--- src/rtl/data_types_pkg.sv ---
// Shared types for the operand load controller: FSM state encoding and the
// operand data width. `WIDTH is the shared data-width definition; it can be
// overridden on the command line, otherwise it defaults to 16.
`ifndef WIDTH
`define WIDTH 16
`endif

package data_types_pkg;

  localparam int DATA_W = `WIDTH;
  localparam int IDX_W  = 4;

  typedef enum logic [2:0] {
    IDLE    = 3'd0,
    LOAD_A  = 3'd1,
    LOAD_B  = 3'd2,
    COMPUTE = 3'd3,
    RESULT  = 3'd4
  } olc_state_e;

endpackage

--- src/rtl/operand_load_controller_index.sv ---
// matrix_index_counter: row-major (column-fastest) element index generator.
// One instance serves both operands: trans=0 walks ROWS x COLS (operand A),
// trans=1 walks COLS x ROWS (operand B). last flags the final element of the
// currently selected shape; advancing past it wraps to (0,0).
import data_types_pkg::*;

module matrix_index_counter #(
  parameter int ROWS = 4,
  parameter int COLS = 2
) (
  input  logic             clk,
  input  logic             rst,
  input  logic             clr,
  input  logic             adv,
  input  logic             trans,
  output logic [IDX_W-1:0] row,
  output logic [IDX_W-1:0] col,
  output logic             last
);

  logic [IDX_W-1:0] row_max, col_max;
  logic             col_end;

  assign row_max = trans ? IDX_W'(COLS - 1) : IDX_W'(ROWS - 1);
  assign col_max = trans ? IDX_W'(ROWS - 1) : IDX_W'(COLS - 1);
  assign col_end = (col == col_max);
  assign last    = col_end && (row == row_max);

  // Column advances every accepted element; row advances when the column wraps.
  always_ff @(posedge clk or negedge rst) begin
    if (!rst) begin
      row <= '0;
      col <= '0;
    end else if (clr) begin
      row <= '0;
      col <= '0;
    end else if (adv) begin
      if (col_end) begin
        col <= '0;
        row <= (row == row_max) ? '0 : row + 1'b1;
      end else begin
        col <= col + 1'b1;
      end
    end
  end

endmodule

--- src/rtl/operand_load_controller.sv ---
// operand_load_controller: streams operand A (N_ROWS x N_COLUMNS) then
// operand B (N_COLUMNS x N_ROWS) into matrix buffers, kicks the compute
// engine, and holds the result handshake until it is consumed.
// Optional feature macro: LOAD_TIMEOUT_EN enables a compute watchdog that
// raises a sticky error and returns to IDLE after TIMEOUT_CYCLES.
import data_types_pkg::*;

module operand_load_controller #(
  parameter int N_ROWS         = 4,
  parameter int N_COLUMNS      = 2,
  parameter int TIMEOUT_CYCLES = 1024
) (
  input  logic              clk,
  input  logic              rst,
  input  logic              start,
  input  logic              abort,
  input  logic [DATA_W-1:0] in_data,
  input  logic              in_valid,
  output logic              in_ready,
  output logic              a_we,
  output logic              b_we,
  output logic [IDX_W-1:0]  wr_row,
  output logic [IDX_W-1:0]  wr_col,
  output logic [DATA_W-1:0] wr_data,
  output logic              comp_start,
  input  logic              comp_done,
  output logic              res_valid,
  input  logic              res_ready,
  output logic              busy,
  output logic              error
);

  olc_state_e state, state_nxt;
  logic       accept, idx_last, idx_clr, start_acc, timeout;

  // Abort cancels any beat in flight, so it also gates acceptance.
  assign accept    = in_valid && in_ready && !abort;
  assign start_acc = (state == IDLE) && start && !abort;
  assign idx_clr   = abort || ((state != LOAD_A) && (state != LOAD_B));

  matrix_index_counter #(
    .ROWS (N_ROWS),
    .COLS (N_COLUMNS)
  ) u_idx (
    .clk   (clk),
    .rst   (rst),
    .clr   (idx_clr),
    .adv   (accept),
    .trans (state == LOAD_B),
    .row   (wr_row),
    .col   (wr_col),
    .last  (idx_last)
  );

`ifdef LOAD_TIMEOUT_EN
  localparam int TW = $clog2(TIMEOUT_CYCLES + 1);
  logic [TW-1:0] tcnt;

  assign timeout = (state == COMPUTE) && !comp_done && (tcnt == TW'(TIMEOUT_CYCLES - 1));

  // Watchdog counts cycles spent in COMPUTE; restarts from zero on every entry.
  always_ff @(posedge clk or negedge rst) begin
    if (!rst)                              tcnt <= '0;
    else if ((state == COMPUTE) && !abort) tcnt <= tcnt + 1'b1;
    else                                   tcnt <= '0;
  end

  // Sticky error: set on watchdog expiry, cleared only by the next accepted start.
  always_ff @(posedge clk or negedge rst) begin
    if (!rst)                   error <= 1'b0;
    else if (start_acc)         error <= 1'b0;
    else if (timeout && !abort) error <= 1'b1;
  end
`else
  assign timeout = 1'b0;
  assign error   = 1'b0;
`endif

  // State register.
  always_ff @(posedge clk or negedge rst) begin
    if (!rst) state <= IDLE;
    else      state <= state_nxt;
  end

  // Next-state logic; abort overrides everything else.
  always_comb begin
    state_nxt = state;
    case (state)
      IDLE:    if (start)               state_nxt = LOAD_A;
      LOAD_A:  if (accept && idx_last)  state_nxt = LOAD_B;
      LOAD_B:  if (accept && idx_last)  state_nxt = COMPUTE;
      COMPUTE: if (comp_done)           state_nxt = RESULT;
               else if (timeout)        state_nxt = IDLE;
      RESULT:  if (res_ready)           state_nxt = IDLE;
      default:                          state_nxt = IDLE;
    endcase
    if (abort) state_nxt = IDLE;
  end

  // Registered one-cycle kick on entry to COMPUTE.
  always_ff @(posedge clk or negedge rst) begin
    if (!rst) comp_start <= 1'b0;
    else      comp_start <= (state != COMPUTE) && (state_nxt == COMPUTE);
  end

  // Output decode; write strobes are combinational on the accepted beat.
  always_comb begin
    in_ready  = (state == LOAD_A) || (state == LOAD_B);
    a_we      = accept && (state == LOAD_A);
    b_we      = accept && (state == LOAD_B);
    wr_data   = accept ? in_data : '0;
    res_valid = (state == RESULT);
    busy      = (state != IDLE);
  end

endmodule

--- config.mk ---
export PLATFORM = sky130hd
export DESIGN_NAME = operand_load_controller
export DESIGN_NICKNAME = d
export VERILOG_FILES = /design/src/rtl/data_types_pkg.sv /design/src/rtl/operand_load_controller_index.sv /design/src/rtl/operand_load_controller.sv
export SDC_FILE = /design/constraint.sdc
export NUM_CORES = 1
export LEC_CHECK = 0
export ABC_AREA = 0
export ABC_CLOCK_PERIOD_IN_PS = 2100
export BUFFER_PORTS_ARGS = -buffer_cell sky130_fd_sc_hd__buf_2
export CELL_PAD_IN_SITES_DETAIL_PLACEMENT = 1
export CELL_PAD_IN_SITES_GLOBAL_PLACEMENT = 1
export CORE_MARGIN = 2
export CORE_UTILIZATION = 27
export DETAILED_ROUTE_END_ITERATION = 6
export PLACE_DENSITY_LB_ADDON = 0.1
export SETUP_SLACK_MARGIN = 0.2
export SLEW_MARGIN = 20
export SYNTH_ARGS = -nofsm -noshare
export SYNTH_HDL_FRONTEND = slang
export SYNTH_SLANG_ARGS = --single-unit
export TNS_END_PERCENT = 5
--- constraint.sdc ---
create_clock -name clk -period 2.1 [get_ports clk]
set_clock_uncertainty 0.2 [all_clocks]
set_input_delay 0.525 -clock clk [delete_from_list [all_inputs] [get_ports clk]]
set_output_delay 0.525 -clock clk [all_outputs]
set_load 0.03 [all_outputs]
==> run summary <==
STATUS
-------------------------------------------------------------------------------------------
Result of the run                                                              finished, violations left
Violations in the final reports                                                setup timing

FLOORPLAN
-------------------------------------------------------------------------------------------
Die Y                                                                          62.7 microns
Die X                                                                          62.7 microns
Rows                                                                                     21
Core box area                                                                    3310 sq um
Area of the die                                                                  3930 sq um
Top-Level Pins                                                                           54
Effective utilization at floorplan                                                    28.1%

LOGIC SYNTHESIS
-------------------------------------------------------------------------------------------
Dominant combinational cell family by area after synthesis                     simple AND/OR/NAND/NOR gates
Portion of synthesized cell area occupied by the leading cell type                    32.3%
XOR/XNOR share of the synthesized area                                                4.70%
Yosys cell types                                                                         36
Count of mapped cells out of synthesis                                                  111
Sequential share of the synthesized area                                              32.3%
Combined area of all synthesized cells                                            931 sq um
Syn_area_per_cell                                                                8.39 sq um
Warnings, synthesis                                                                       0
Proportion of synthesized area in mux cells                                           1.08%
Cell taking the most area after synthesis                                           dfrtp_1
Simple logic cell fraction of the synthesized area                                    37.5%
Post-synthesis adder-cell area fraction                                               2.69%
Main area contributors after synthesis                                         dfrtp_1 32%, and3_1 11%, buf_6 4.8%
Number of flip-flops and latches in the synthesized netlist                              12
Fraction of the mapped netlist area in compound gates                                 13.6%
Synthesized net count                                                                   136

LAYOUT
-------------------------------------------------------------------------------------------
Antenna cells                                                                             0
Fill cell count                                                                         399
Post-synthesis to final-layout area growth                                            90.9%
Area occupied by registers                                                        304 sq um
Multi-input logic area                                                            795 sq um
Layout net count                                                                        206
Layout cells sized above 1                                                            67.0%

DRT
-------------------------------------------------------------------------------------------
Via density                                                                            5.00
Final routed DRC violation total                                                          0
Total wirelength of the detailed-routed design                                 3860 microns
Remaining antenna violation count after routing                                           0
Number of design-rule violations left by the first detailed-router iteration             44
Detailed-route via count                                                               1124
Mean routed wirelength per cell                                                17.1 microns
Total iterations of the first detailed-routing run                                        4

PWR
-------------------------------------------------------------------------------------------
Pleak                                                                              0.808 nW
Maximum VDD drop                                                                   0.230 mV
Post-layout power                                                                0.000602 W
Power Density                                                                   339 nW/um^2

PLACEMENT
-------------------------------------------------------------------------------------------
Half-perimeter wire length of the detailed placement result                    2470 microns
Count of buffers inserted at the top-level ports                                         52
Routability congestion estimate from global placement                                 0.720

HOLD PATH
-------------------------------------------------------------------------------------------
Path type of the worst min-delay path                                             in -> reg

WORST SETUP PATH
-------------------------------------------------------------------------------------------
Startpoint-to-endpoint class of the critical path                                reg -> out
Critical Path End Type                                                          output port
Nature of the critical path startpoint                                                 flop
Max FO, Critical Path                                                                     8
Worst path required time                                                            1.37 ns
Worst path arrival time                                                             1.46 ns

GLOBAL ROUTING
-------------------------------------------------------------------------------------------
GR Util All Layers                                                                    19.2%
Wire length of the first global-routing pass                                   5910 microns
Initial antenna violation count                                                           0
Remaining global-route overflow                                                           0
Vias in the first global route                                                         1213
Pin count of the biggest net entering global routing                                     17

STA
-------------------------------------------------------------------------------------------
Highest achievable clock rate                                                     0.457 GHz
Fraction of the cycle the final worst path needs                                       104%
Final hold violation count                                                                0
Worst Slack Setup Final                                                          -0.0892 ns
Fin crit period                                                                     2.19 ns
Pins Over Slew Limit                                                                      0
RSZ-0062 raised after global routing                                                    yes
Setup_tns                                                                          -1.43 ns
Final count of negative-setup-slack endpoints                                            19

CLOCK TREE
-------------------------------------------------------------------------------------------
Cell at the root of the clock tree                                                 clkbuf_4
Maximum clock insertion buffer count                                                      2
Inserted Clock Buffers                                                                    3
CTS tree                                                                               done
Number of levels in the clock H-tree                                                      1
CTS clk-pin slew, worst paths                                                       0.07 ns
Insertion delay of the later-clocked pin in the worst-skew pair                     0.27 ns
Clock Sinks                                                                              12

FLOW RUN
-------------------------------------------------------------------------------------------
Max-cap violations                                                                        0

report_power, final:
group	switching, W	leakage (nW)	internal, W
Combinational	0.000117	0.633	0.000107
Clock	0.0000714	0.0138	0.0000663
Sequential	0.00000489	0.161	0.000235
Total	0.000194	0.808	0.000408
cell usage after synthesis:
library cell and count:
buf_4 1, and3_1 16, o41ai_1 1, or3_1 2, nand4b_1 1, nand3_1 3
a21oi_1 6, a211o_1 3, dfrtp_1 12, a2bb2oi_1 1, nor3b_1 4, xor2_1 2
nand3b_1 2, o21ai_0 1, o311ai_0 1, buf_6 4, clkbuf_2 1, xnor2_1 3
ha_1 2, nand4_1 2, nand2b_1 3, o31ai_1 2, nor4bb_1 1, clkbuf_1 4
o211a_1 1, nor2_1 12, nor3_1 4, a31o_2 1, and2_1 1, o21ai_1 1
or3b_1 1, conb_1 1, nand2_1 8, or4_1 1, and2_4 1, mux2i_1 1
area by class of cell:
class	instances	area share, %
repair buffers	75	33.7
multi-input cells	89	44.7
well taps	46	3.24
clock buffers	3	1.27
flip-flops and latches	12	17.1
layer usage:
layer | up-vias | track usage [%] | part of all wire (%)
met4 | 0 | 0.833 | 0.52
met5 | - | 0 | 0
li1 | 538 | - | -
met3 | 4 | 3.78 | 2.9
met2 | 31 | 38.6 | 58
met1 | 551 | 21.6 | 39
flip-flops by register name, summed over array words and instances (netlist names):
name / count
state: 3
u_idx.row: 4
u_idx.col: 4
comp_start: 1
critical path, cell delays in order, from the launching register on:
cell and delay (ns):
dfrtp_2 0.44, xor2_2 0.18, buf_4 0.15, buf_6 0.13
and3_4 0.16, buf_6 0.13
path summary, 6_finish.rpt:
path                            slack, ns      endpoint    startpoint  depth (start not counted)
worst min-delay path                 0.33      state[2]     res_ready                          3
max in group asynchronous            0.98      state[1]           rst                          2
worst max-delay path                -0.09    wr_data[4]      state[0]                          5
worst max register to register       0.11  u_idx.row[3]      state[2]                          5
min in group asynchronous            0.47  u_idx.row[0]           rst                          2
worst min register to register       0.41  u_idx.row[2]  u_idx.row[2]                          2
stage by stage:
stage          cells  instance area [sq um]  utilization [%]  hold WS, ns  setup slack, ns
6_report         225                   1780             53.7        0.333          -0.0892
5_1_grt          225                   1780             53.7        0.344           -0.150
4_1_cts          225                   1690             51.0        0.331          -0.0920
3_5_place_dp     215                   1350             40.9        0.229          -0.0752
3_3_place_gp     215                   1350             40.9        0.222          -0.0638
2_1_floorplan    111                   1010                -       0.0294          -0.0473
cells in the final DEF (no fill, tap or decap), drive strengths merged, types with 4 or more instances in the layout:
cell type | synthesis | layout
nor2 | 12 | 12
nor3b | 4 | 4
a21oi | 6 | 6
nor3 | 4 | 4
and3 | 16 | 16
buf | 5 | 74
nand2 | 8 | 8
dfrtp | 12 | 12
cell families after synthesis:
| kind of cell | count (synthesis) |
|---|---|
| muxes | 1 |
| buffers and inverters | 10 |
| xor gates and xnor gates | 5 |
| adders and majority gates | 2 |
| other | 1 |
| and+or+nand+nor | 62 |
| AOI/OAI and AO/OA | 18 |
| DFF | 12 |
what timing repair did:
item,CTS,global route
gates resized for setup,70,22
setup buffers,4,0
endpoints found under the setup margin,27,30
hold buffers,1,0
cloned,2,0
pin swaps,23,10
hold endpoints to repair,12,0
Power figures use the tool's default switching activity.
